**config.mk**
```make
export PLATFORM = sky130hd
export DESIGN_NAME = result_wb_queue
export DESIGN_NICKNAME = d
export VERILOG_FILES = /design/src/rtl/result_wb_queue.sv
export SDC_FILE = /design/constraint.sdc
export NUM_CORES = 1
export LEC_CHECK = 0
export BUFFER_PORTS_ARGS = -buffer_cell sky130_fd_sc_hd__buf_4
export CAP_MARGIN = 20
export CORE_MARGIN = 2
export CORE_UTILIZATION = 50
export CTS_BUF_LIST = sky130_fd_sc_hd__clkbuf_8
export CTS_CLUSTER_SIZE = 8
export DETAILED_ROUTE_END_ITERATION = 10
export GPL_TIMING_DRIVEN = 0
export PLACE_DENSITY = 0.73
export SYNTH_ARGS = -nofsm -noshare
export SYNTH_HDL_FRONTEND = slang
export SYNTH_SLANG_ARGS = --single-unit
export TNS_END_PERCENT = 10
```
**constraint.sdc**
```tcl
create_clock -name clk_i -period 5 [get_ports clk_i]
set_input_delay 1 -clock clk_i [delete_from_list [all_inputs] [get_ports clk_i]]
set_output_delay 1 -clock clk_i [all_outputs]
set_load 0.02 [all_outputs]
```
**src/rtl/result_wb_queue.sv**
```systemverilog
// result_wb_queue: small write-back FIFO between a fixed-latency functional
// unit and the commit-file write port. The producer never stalls; results
// that arrive while the queue is full (and nothing pops) are dropped and
// flagged via a sticky overflow bit. Per-hart flush kills stored entries,
// which then drain one per cycle without generating a write.

module result_wb_queue #(
  parameter int RV       = 64,
  parameter int LNCOMMIT = 5,
  parameter int NHART    = 1,
  parameter int DEPTH    = 4
) (
  input  logic                          clk_i,
  input  logic                          reset_i,
  input  logic [RV-1:0]                 in_result_i,
  input  logic [LNCOMMIT-1:0]           in_rd_i,
  input  logic [NHART-1:0]              in_makes_rd_i,
  input  logic [NHART-1:0]              flush_i,
  output logic                          wr_valid_o,
  input  logic                          wr_ready_i,
  output logic [RV-1:0]                 wr_data_o,
  output logic [LNCOMMIT-1:0]           wr_rd_o,
  output logic [NHART-1:0]              wr_hart_o,
  output logic [$clog2(DEPTH):0]        count_o,
  output logic                          overflow_o
);

  localparam int PW = $clog2(DEPTH);
  localparam int CW = PW + 1;
  localparam logic [CW-1:0] FULL_C = CW'(DEPTH);

  logic [RV-1:0]       data_q [DEPTH];
  logic [LNCOMMIT-1:0] rd_q   [DEPTH];
  logic [NHART-1:0]    hart_q [DEPTH];
  logic [DEPTH-1:0]    live_q, live_d;
  logic [PW-1:0]       head_q, head_d;
  logic [PW-1:0]       tail_q, tail_d;
  logic [CW-1:0]       count_q, count_d;
  logic                overflow_q, overflow_d;

  logic empty, full, head_live;
  logic arrive, push, pop, drop;

  // Queue control: pop/push decisions, flush kill, pointer and count update.
  always_comb begin
    empty     = (count_q == '0);
    full      = (count_q == FULL_C);
    head_live = live_q[head_q];
    // A killed head leaves without a write; a live head leaves on handshake.
    pop       = !empty && (!head_live || wr_ready_i);
    // A result whose own hart is being flushed this cycle never enters.
    arrive    = (|in_makes_rd_i) && !(|(in_makes_rd_i & flush_i));
    // Full is still accepting when the head slot is freed on the same edge.
    push      = arrive && (!full || pop);
    drop      = arrive && full && !pop;

    live_d = live_q;
    for (int i = 0; i < DEPTH; i++) begin
      if (|(hart_q[i] & flush_i)) live_d[i] = 1'b0;
    end
    if (pop)  live_d[head_q] = 1'b0;
    if (push) live_d[tail_q] = 1'b1;

    head_d     = pop  ? head_q + PW'(1) : head_q;
    tail_d     = push ? tail_q + PW'(1) : tail_q;
    count_d    = count_q + CW'(push) - CW'(pop);
    overflow_d = overflow_q | drop;
  end

  // Control state with asynchronous active-low reset.
  always_ff @(posedge clk_i or negedge reset_i) begin
    if (!reset_i) begin
      live_q     <= '0;
      head_q     <= '0;
      tail_q     <= '0;
      count_q    <= '0;
      overflow_q <= 1'b0;
    end else begin
      live_q     <= live_d;
      head_q     <= head_d;
      tail_q     <= tail_d;
      count_q    <= count_d;
      overflow_q <= overflow_d;
    end
  end

  // Payload storage; never read while its slot is unoccupied, so no reset.
  always_ff @(posedge clk_i) begin
    if (push) begin
      data_q[tail_q] <= in_result_i;
      rd_q[tail_q]   <= in_rd_i;
      hart_q[tail_q] <= in_makes_rd_i;
    end
  end

  // Outputs come only from registers; payload forced to zero when empty.
  always_comb begin
    wr_valid_o = !empty && head_live;
    wr_data_o  = empty ? '0 : data_q[head_q];
    wr_rd_o    = empty ? '0 : rd_q[head_q];
    wr_hart_o  = empty ? '0 : hart_q[head_q];
    count_o    = count_q;
    overflow_o = overflow_q;
  end

endmodule

```
==> impl_results.md, run 1 <==
* Max VDD drop at ~0.37 mV
* Via count at between 5k and 6k
* Mapped Area at about 11000 um2
* Status: completed
* I/O Pins at ~150
* Unrepaired setup endpoints after global routing: no
* Fraction of layout cells with a size suffix above 1 at 38.8%
* Synth area leaders: edfxtp_1 74%, mux4_2 14%, nor2b_1 3.9%, dfrtp_1 2.7%, ha_1 1.1%
* Crit end category: output port
* Bufs on Longest Clock Path at 3
* Resized Gates After CTS at 0
* DRC Markers at 0
* Setup TNS at 0 ns
* Final nets at approximately 800
* Startpoint Class: register
* Max H-tree Level at 2
* Worst Path Required at 4.00 ns
* Most used cell, CP: clkbuf_1
* Antenna Nets Post-Route at 0
* # setup viols final at 0
* Setup ws final at roughly 1.1 ns
* Detailed router's first-iteration violation count at roughly 200
* Final wirelength at around 21000 um
* CTS tree: built
* First-pass GRT wire length at roughly 33000 um
* Distinct cells, synth at 25
* Pwr dens at 578 nW/um2
* Port Buffer Count at approximately 150
* Clock root buffer: clkbuf_8
* Number of synthesized register bits at between 200 and 300
* Avg Inst Size Synth at ~22 um2
* Slew headroom at 52.7%
* Fmax at ~0.25 GHz
* Row cnt at 55
* Crit-path cells: nor3_2 > clkbuf_1 > clkbuf_1 > nor2b_1 > buf_4
* WS Path Type: register to output port
* Placed wire-length estimate at ~13000 um
* Global Route Usage Sum at a little under a fifth
* Fraction of the cycle the final worst path needs at around four fifths
* Post-route minimum period at about 3.9 ns
* Slew Limit Fails at 0
* Starting Density at between 50% and 60%
* Total congestion overflow at 0
* Mapped Cells at 516
* Final hold vios at 0
* 1st-pass router iterations at 4
* Worst-Skew Late Latency at between 0.5 and 0.6 ns
* CP max stage cell: clkbuf_1
* Core ar. at 22400 um2
* DR vias/cell at roughly 5.3
* Min-Delay Path Class: input port to async pin
* Number of max-cap violations at 0
* CP max FO at 10
* Post-CTS Hold Fix Bufs at 0
* Skew final at between 0.01 and 0.015 ns
* Worst-path clk slew at roughly 0.060 ns
* WL/cell at around 21 um
* Arrival time at the worst endpoint at approximately 2.9 ns
* Net Count, Synth at about 600
* Cts bufs inserted at 46
* Post-CTS Setup Inserts at 0
* Die ar. at 23900 um2
* Ys Warns at 0
* Layout area overhead at 20.9%
* Post-synth top area share at approximately 74%
* CP max stage delay at approximately 0.60 ns
* Largest area contributor in the netlist: edfxtp_1
* Worst-Margin Slew at a little over 0.7 ns
* Die Y at 154 um
* Vias in the first global route at 5964
* Largest net degree at the start of global routing at 45
* Initial antenna violation count at 1
* Sequential area share after synthesis at just under 80%
* Die Wd at about 150 um
* Pre-CTS setup slack at 1.61 ns
* Routability cong. at around 0.80
* TritonCTS Sinks at around 290
* Filler cells at between 1.5k and 2k
* Leakage at 4.86 nW
* ANT cells at 0
-- metrics by stage --
stage | utilization [%] | cell area (um2) | hold slack [ns] | total power, mW | cells
6_report | 61.0 | 13700 | 0.294 | 7.91 | 1033
5_1_grt | 61.0 | 13700 | 0.276 | 8.30 | 1033
4_1_cts | 61.0 | 13700 | 0.263 | 8.02 | 1033
3_5_place_dp | 57.5 | 12900 | 0.486 | 6.30 | 953
3_3_place_gp | 57.0 | 12800 | 0.485 | 6.23 | 949
2_1_floorplan | - | 11300 | 0.491 | 5.11 | 516
-- cell type report --
class | count | area (um2) | share of cell area (%)
buffer | 25 | 119 | 0.869
clock buffer | 47 | 647 | 4.73
clock inverter | 33 | 130 | 0.951
inverter | 13 | 48.8 | 0.357
multi-input combinational | 186 | 2450 | 17.9
sequential | 292 | 8710 | 63.7
tap | 285 | 357 | 2.61
timing repair buffer | 152 | 1220 | 8.93
-- cell families (layout without fill, tap and decap cells) --
logic type      after synthesis  in the layout  share of synthesized area [%]
simple gates                 87             87                           4.67
flops                       292            292                           77.0
mux                          73             73                           14.3
compound gates               11             11                          0.973
buf+inv                      38            270                           1.48
xor+xnor                      4              4                          0.310
fa+ha+maj                    11             11                           1.28
-- flip-flops by register name, indices dropped and copies added (netlist names) --
signal      flops
tail_q          2
live_q          4
count_o         3
hart_q          4
head_q          2
rd_q           20
overflow_o      1
data_q        256
-- routing by layer --
metal / vias up / wire length, um / track usage (%)
met5: - / 12 / 0
met4: 2 / 431 / 5.78
met1: 2847 / 8910 / 23.3
met2: 147 / 10900 / 31.2
met3: 40 / 1120 / 4.51
li1: 2479 / - / -
-- critical path: cells and delay by family, from the launching register on --
family | cells | cell delay, ns
buffers and inverters | 3 | 1.31
DFF | 1 | 0.45
and+or+nand+nor | 2 | 0.62
-- report_power, final --
| part | internal [mW] | leakage, nW | total [mW] | switching [mW] |
|---|---|---|---|---|
| clock | 0.866 | 0.493 | 1.72 | 0.849 |
| sequential | 2.99 | 2.69 | 3.08 | 0.0893 |
| combinational | 1.44 | 1.67 | 3.12 | 1.68 |
-- layout by cell type (no fill, tap or decap), drive strengths merged, types with 2 or more instances in the layout --
cell type  count
o2bb2ai        4
mux4          71
and2           4
inv           40
edfxtp       280
clkbuf        59
mux2           2
xnor2          4
dfrtp         12
nor2b         71
clkinv         6
ha            10
nand2          8
buf          165
a211oi         4
-- cells in the mapped netlist, drive strengths merged --
| cell type | count |
|---|---|
| o2bb2ai | 4 |
| nor3b | 1 |
| edfxtp | 280 |
| ha | 10 |
| a31oi | 1 |
| mux2 | 2 |
| o21bai | 1 |
| a211oi | 4 |
| nor2b | 71 |
| nand3 | 1 |
| dfrtp | 12 |
| nand2 | 8 |
| xnor2 | 4 |
| and2 | 4 |
| buf | 13 |
| mux4 | 71 |
| a21oi | 1 |
| fa | 1 |
| inv | 13 |
| nor3 | 1 |
| nand2b | 1 |
| clkbuf | 12 |
-- worst paths after layout --
check,slack [ns],endpoint,cells past startpoint,start
setup / recovery,1.08,wr_data_o[22],5,count_o[1]
hold / removal,0.29,head_q[0],1,reset_i
setup reg to reg,1.99,count_o[2],12,head_q[0]
hold reg to reg,0.51,overflow_o,1,overflow_o
max in group asynchronous,4.54,tail_q[0],1,reset_i
min in group clk_i,0.51,overflow_o,1,overflow_o
(Power assumes the default switching activity.)
==> inputs of run 2 (changes only) <==
Settings changed: ABC_AREA set to 1, PLACE_DENSITY 0.73 to 0.75.
Clock period 5 ns to 3.45 ns, I/O delays scaled along.
==> impl_results.md, run 2 <==
* Status: completed
* Setup ws final at 0.358 ns (-0.718 ns)
* Commonest non-fill, non-tap cells in the layout: 283 x nor2_1, 280 x edfxtp_1, 157 x buf_4
* Sequential area share after synthesis at 74.9% (-2.1 points)
* Clk pwr share at 19.8% (-1.9 points)
* Cts bufs inserted at 45 (-2.2%)
* WS Path Type: register to output port
* CP max FO at 10 (unchanged)
* Fraction of the cycle the final worst path needs at 89.6%
* DRC Markers at 0 (unchanged)
* DR vias/cell at 5.37 (+0.66%)
* Switching power share of the total at 39.4% (+6.3 points)
* Layout area overhead at 20.1%
* Max H-tree Level at 2 (unchanged)
* Slew headroom at 61.7% (+9.0 points)
* Final wirelength at 26500 um (+24%)
* Vias in the first global route at 7650 (+28%)
* Post-synth top area share at 72.3% (-2.0 points)
* WP buf/inv at 5 (+2)
* Largest net degree at the start of global routing at 47 (+4.4%)
* Final nets at 1202 (+50%)
* Ys Warns at 0 (unchanged)
* Die Y at 157 um (+1.3%)
* Port Buffer Count at 148 (unchanged)
* Final hold vios at 0 (unchanged)
* Die Wd at 157 um (+1.3%)
* Net switching power at 4.85 mW (+85%)
* Sequential share of power at 35.4% (-3.5 points)
* Final standard cell area without fillers at 14000 um2 (+2.1%)
* Core ar. at 22700 um2 (+1.2%)
* Most common cell after layout, fill and taps aside: nor2_1
* Via count at 7658 (+39%)
* Crit-path cells: buf_6 > inv_6 > buf_6 > clkbuf_1 > o21ai_0 > a21oi_1 > buf_4
* Max FFs per register at 256 (unchanged)
* Bufs on Longest Clock Path at 3 (unchanged)
* Antenna Nets Post-Route at 0 (unchanged)
* Number of synthesized register bits at 292 (unchanged)
* I/O Pins at 149 (unchanged)
* P_int at 7.46 mW (+41%)
* Clock root buffer: clkbuf_8
* Pre-CTS setup slack at 0.715 ns (-0.894 ns)
* Die ar. at 24500 um2 (+2.7%)
* Most used cell, CP: buf_6
* Worst Path Required at 2.76 ns (-1.24 ns)
* 1st-pass router iterations at 5 (+1)
* Unrepaired setup endpoints after global routing: no
* # setup viols final at 0 (unchanged)
* Filler cells at 1784 (+9.6%)
* DP Area at 13200 um2 (+2.4%)
* Number of max-cap violations at 0 (unchanged)
* Worst-path clk slew at 0.06 ns (about the same)
* Crit end category: output port
* Largest area contributor in the netlist: edfxtp_1
* Mapped Cells at 917 (+78%)
* Fmax at about 0.32 GHz
* Routability cong. at 0.749 (-5.9%)
* Mapped Area at 11600 um2 (+2.8%)
* Worst-Margin Slew at 0.575 ns (-0.135 ns)
* CP max stage cell: dfrtp_1
* Detailed router's first-iteration violation count at 510 (+150%)
* Post-synth EDFFs at 280 (unchanged)
* Row cnt at 55 (unchanged)
* Pwr dens at 881 nW/um2 (+52%)
* Resized Gates After CTS at 0 (unchanged)
* Avg Inst Size Synth at 12.7 um2 (-42%)
* Hold slack at 0.347 ns (+0.0532 ns)
* Crit path max-delay family: buffers and inverters
* Dominant synthesized flop cell: edfxtp_1
* Arrival time at the worst endpoint at 2.40 ns (-0.52 ns)
* Distinct cells, synth at 25 (unchanged)
* Slew Limit Fails at 0 (unchanged)
* Startpoint Class: register
* Net Count, Synth at 1002 (+67%)
* Initial antenna violation count at 1 (unchanged)
* First-pass GRT wire length at 40200 um (+22%)
* WL/cell at 18.6 um (-10%)
* CTS tree: built
* Most frequent cell after synthesis: nor2_1
* Top Registers: data_q x256, rd_q x20
* Synth area leaders: edfxtp_1 72%, nor2_1 9.1%, o21ai_0 6.0%, a21oi_1 3.0%, dfrtp_1 2.6%
* Post-route minimum period at between 3 and 4 ns
* TritonCTS Sinks at 292 (unchanged)
* Max VDD drop at 0.500 mV (+34%)
* Starting Density at 51.2% (+0.78 points)
* Min-Delay Path Class: input port to register
* Worst-Skew Late Latency at 0.54 ns (about the same)
* Placed wire-length estimate at 15900 um (+20%)
* Fraction of layout cells with a size suffix above 1 at 22.2% (-17 points)
* Largest register by flop count: data_q
* Setup TNS at 0 ns (unchanged)
* Top cells by count, synth: 283 x nor2_1, 280 x edfxtp_1, 140 x o21ai_0, 70 x a21oi_1, 23 x nand2_1
* Leakage at 5.18 nW (+6.6%)
* CP max stage delay at 0.41 ns (-0.19 ns)
* ANT cells at 0 (unchanged)
* Ys async rst share at 4.11% (unchanged)
* Total congestion overflow at 0 (unchanged)
* Global Route Usage Sum at 21.6% (+3.4 points)
* Combinational fraction of design power at 44.8% (+5.4 points)
* Skew final at 0.0211 ns (+0.00979 ns)
## run 2: cell count changes in the layout (fill, tap and decap cells not counted), sizes merged, moves of 14 or more
| cell | before | now |
|---|---|---|
| nand2 | 8 | 27 |
| o21ai | 0 | 140 |
| a21oi | 1 | 70 |
| nor2b | 71 | 0 |
| buf | 165 | 191 |
| nand3 | 1 | 15 |
| mux4 | 71 | 0 |
| nor2 | 0 | 283 |
## run 2: what timing repair did
item	in CTS	in global routing
setup buffers	0	0
hold endpoints to repair	12	0
setup endpoints to repair	0	0
hold buffers	1	0
## run 2: stage by stage
| step | total power [mW] | std cells | util (%) |
|---|---|---|---|
| 2_1_floorplan | 7.75 | 917 | - |
| 3_3_place_gp | 9.86 | 1350 | 57.7 |
| 3_5_place_dp | 9.97 | 1354 | 58.2 |
| 4_1_cts | 12.4 | 1425 | 61.5 |
| 5_1_grt | 13.0 | 1425 | 61.5 |
| 6_report | 12.3 | 1425 | 61.5 |
## run 2: path summary, 6_finish.rpt
kind,cells past startpoint,to,slack (ns),from
min in group asynchronous,2,count_o[2],0.52,reset_i
worst max-delay path,7,wr_data_o[22],0.36,head_q[0]
worst max register to register,13,count_o[2],0.80,head_q[1]
max in group asynchronous,2,live_q[3],2.75,reset_i
worst min-delay path,1,data_q[3][8],0.35,in_result_i[8]
worst min register to register,2,overflow_o,0.48,overflow_o
## run 2: cells by family after synthesis
group,count (synthesis),share of synthesized area (%)
fa+ha+maj,11,1.25
xor+xnor,2,0.151
compound gates,214,9.29
simple gates,326,11.3
flops,292,74.9
buf+inv,72,3.11
## run 2: power groups by stage
stage / clock, mW / combinational, mW / sequential (mW)
finish: 2.44 / 5.52 / 4.35
floorplan: 0 / 3.31 / 4.44
CTS: 2.48 / 5.56 / 4.35
detailed placement: 0 / 5.54 / 4.42
global route: 2.63 / 6.03 / 4.38
global placement: 0 / 5.41 / 4.45
## run 2: area by class of cell
type / instances / area [um2] / share of cell area, %
Sequential cell: 292 / 8710 / 62.3
Multi-Input combinational cell: 553 / 2560 / 18.3
Timing Repair Buffer: 153 / 1230 / 8.81
Clock buffer: 47 / 647 / 4.63
Tap cell: 285 / 357 / 2.55
Buffer: 53 / 285 / 2.04
Clock inverter: 23 / 91.3 / 0.654
Inverter: 19 / 86.3 / 0.618
## run 2: worst register-to-register path, delay by kind of cell (launching register included)
| kind | cells | cell delay, ns |
|---|---|---|
| xor+xnor | 2 | 0.29 |
| flops | 1 | 0.36 |
| buf+inv | 5 | 0.70 |
| simple gates | 3 | 0.39 |
| fa+ha+maj | 3 | 0.78 |
## run 2: routing by layer
metal	share of wire [%]	GRT usage (%)	vias up
li1	-	-	3632
met1	42	29.1	3673
met2	49	35.6	307
met3	7.1	4.29	44
met4	1.7	7.30	2
met5	0.076	0	-
==> inputs of run 3 (changes only) <==
Settings changed: CTS_BUF_LIST sky130_fd_sc_hd__clkbuf_8 to sky130_fd_sc_hd__clkbuf_16.
==> impl_results.md, run 3 (synthesized netlist as in run 2, its figures left out) <==
* Sequential share of power at 32.4% (-3.0 points)
* Row cnt at 55 (unchanged)
* R2R Setup Slk at 0.81 ns (about the same)
* Slew headroom at 63.5% (+1.8 points)
* Worst Path Required at 2.76 ns (about the same)
* Most common cell after layout, fill and taps aside: nor2_1
* Unrepaired setup endpoints after global routing: no
* DR vias/cell at 5.41 (+0.70%)
* Via count at 7647 (-0.14%)
* Arrival time at the worst endpoint at 2.38 ns (-0.02 ns)
* Worst-Margin Slew at 0.547 ns (-0.0276 ns)
* Global Route Usage Sum at 21.9% (+0.28 points)
* WS Path Type: register to output port
* ANT cells at 0 (unchanged)
* Reg-to-Reg Start: head_q[1]
* Fmax at 0.325 GHz (+0.54%)
* Core ar. at 22700 um2 (unchanged)
* RR Endpoint: count_o[2]
* Largest net degree at the start of global routing at 47 (unchanged)
* Pwr Total at 13.5 mW (+9.4%)
* Placed wire-length estimate at 15900 um (unchanged)
* TritonCTS Sinks at 292 (unchanged)
* Bufs on Longest Clock Path at 3 (unchanged)
* Die ar. at 24500 um2 (unchanged)
* Status: completed
* Crit path capture: wr_data_o[21]
* Final wirelength at 26800 um (+1.2%)
* First-pass GRT wire length at 40700 um (+1.3%)
* Post-route minimum period at 3.07 ns (-0.0167 ns)
* Filler cells at 1707 (-4.3%)
* Skew final at 0.0179 ns (-0.00322 ns)
* Max VDD drop at 0.646 mV (+29%)
* Layout area overhead at 23.7%
* Top Registers: data_q x256, rd_q x20
* Antenna Nets Post-Route at 0 (unchanged)
* Final Util at 63.4% (+1.9 points)
* I/O Pins at 149 (unchanged)
* Final nets at 1199 (-0.25%)
* Crit end category: output port
* Leakage at 5.35 nW (+3.3%)
* Final Non-Filler Cells at 1413 (-0.84%)
* Combinational fraction of design power at 41.0% (-3.8 points)
* Post-CTS Setup Inserts at 0 (unchanged)
* Routability cong. at 0.749 (unchanged)
* Placed Cells at 1354 (unchanged)
* Total congestion overflow at 0 (unchanged)
* Largest register by flop count: data_q
* Number of max-cap violations at 0 (unchanged)
* Worst-path clk slew at 0.05 ns (about the same)
* Max FFs per register at 256 (unchanged)
* CTS tree: built
* P_int at 8.46 mW (+13%)
* Resized Gates After CTS at 0 (unchanged)
* Fraction of the cycle the final worst path needs at 89.1% (-0.48 points)
* Fraction of layout cells with a size suffix above 1 at 22.2% (-0.030 points)
* # setup viols final at 0 (unchanged)
* Initial antenna violation count at 1 (unchanged)
* Reg area at 8710 um2 (unchanged)
* Slew Limit Fails at 0 (unchanged)
* Port Buffer Count at 148 (unchanged)
* Clk pwr share at 26.6% (+6.8 points)
* CP max FO at 10 (unchanged)
* DRC Markers at 0 (unchanged)
* 1st-pass router iterations at 5 (unchanged)
* Commonest non-fill, non-tap cells in the layout: 283 x nor2_1, 280 x edfxtp_1, 157 x buf_4
* Net switching power at 5.01 mW (+3.2%)
* Die Y at 157 um (unchanged)
* Starting Density at 51.2% (unchanged)
* Switching power share of the total at 37.2% (-2.2 points)
* Worst-Skew Late Latency at 0.52 ns (-0.02 ns)
* Pwr dens at 936 nW/um2 (+6.2%)
* Vias in the first global route at 7666 (+0.21%)
* WL/cell at 19.0 um (+2.0%)
* Detailed router's first-iteration violation count at 466 (-8.6%)
* Startpoint Class: register
* Min-Delay Path Class: input port to register
* Max H-tree Level at 2 (unchanged)
* Clock root buffer: clkbuf_16
* Crit path launch: head_q[0]
* Die Wd at 157 um (unchanged)
* Post-CTS Hold Fix Bufs at 1 (unchanged)
* Final hold vios at 0 (unchanged)
* Reg2reg path depth at 13 (unchanged)
* Cts bufs inserted at 42 (-6.7%)
* Multi-input gate area at 2560 um2 (unchanged)
==> run 3: changes by cell type in the layout (fill, tap and decap cells not counted) <==
cell        previous run  this run
clkbuf_8              47         0
clkbuf_16              0        42
inv_1                 28        23
clkinv_1               4         0
inv_6                  1         3
bufinv_16              0         1
clkinv_2               1         0
clkinv_8               0         1
clkinvlp_4             1         0
==> run 3: worst min path at each step <==
| stage | slack [ns] | cells after the start | start | end |
|---|---|---|---|---|
| 3_5_place_dp | 0.46 | 2 | overflow_o | overflow_o |
| 6_report | 0.37 | 1 | in_result_i[9] | data_q[0][9] |
| 2_1_floorplan | 0.39 | 0 | reset_i | count_o[0] |
| 5_1_grt | 0.35 | 1 | in_result_i[9] | data_q[0][9] |
| 3_3_place_gp | 0.46 | 2 | overflow_o | overflow_o |
| 4_1_cts | 0.35 | 1 | in_result_i[8] | data_q[2][8] |
==> run 3: final cells by class <==
class | count | area share (%)
well taps | 285 | 2.48
clock buffers | 42 | 7.30
multi-input cells | 553 | 17.8
plain buffers | 53 | 1.98
repair buffers | 153 | 8.56
inverters | 19 | 0.600
flip-flops and latches | 292 | 60.5
clock inverters | 16 | 0.757
==> run 3: stage by stage <==
step / instance area, um2 / hold WS (ns) / setup WS, ns / setup TNS [ns]
2_1_floorplan: 11600 / 0.394 / 0.470 / 0
3_3_place_gp: 13100 / 0.456 / -0.915 / -242.98
3_5_place_dp: 13200 / 0.460 / 0.715 / 0
4_1_cts: 14400 / 0.349 / 0.319 / 0
5_1_grt: 14400 / 0.347 / 0.211 / 0
6_report: 14400 / 0.370 / 0.375 / 0
==> run 3: critical path, stage by stage, from the launching register on <==
cell and delay (ns):
dfrtp_1 0.41, buf_6 0.18, inv_6 0.11, buf_6 0.18, clkbuf_1 0.38, o21ai_0 0.18, a21oi_1 0.25, buf_4 0.19
==> run 3: power by group through the flow <==
stage                     Combinational, mW  Sequential (mW)  Clock [mW]
after global placement                 5.41             4.45           0
after CTS                              5.57             4.36        3.64
after floorplan                        3.31             4.44           0
final                                  5.52             4.36        3.58
after detailed placement               5.54             4.42           0
after global routing                   6.03             4.39        3.80
==> run 3: metal layers <==
| layer | track usage (%) | part of all wire (%) |
|---|---|---|
| met4 | 6.77 | 1.8 |
| met1 | 29.1 | 41 |
| met5 | 0 | 0.049 |
| met2 | 36.4 | 50 |
| met3 | 4.76 | 7.7 |
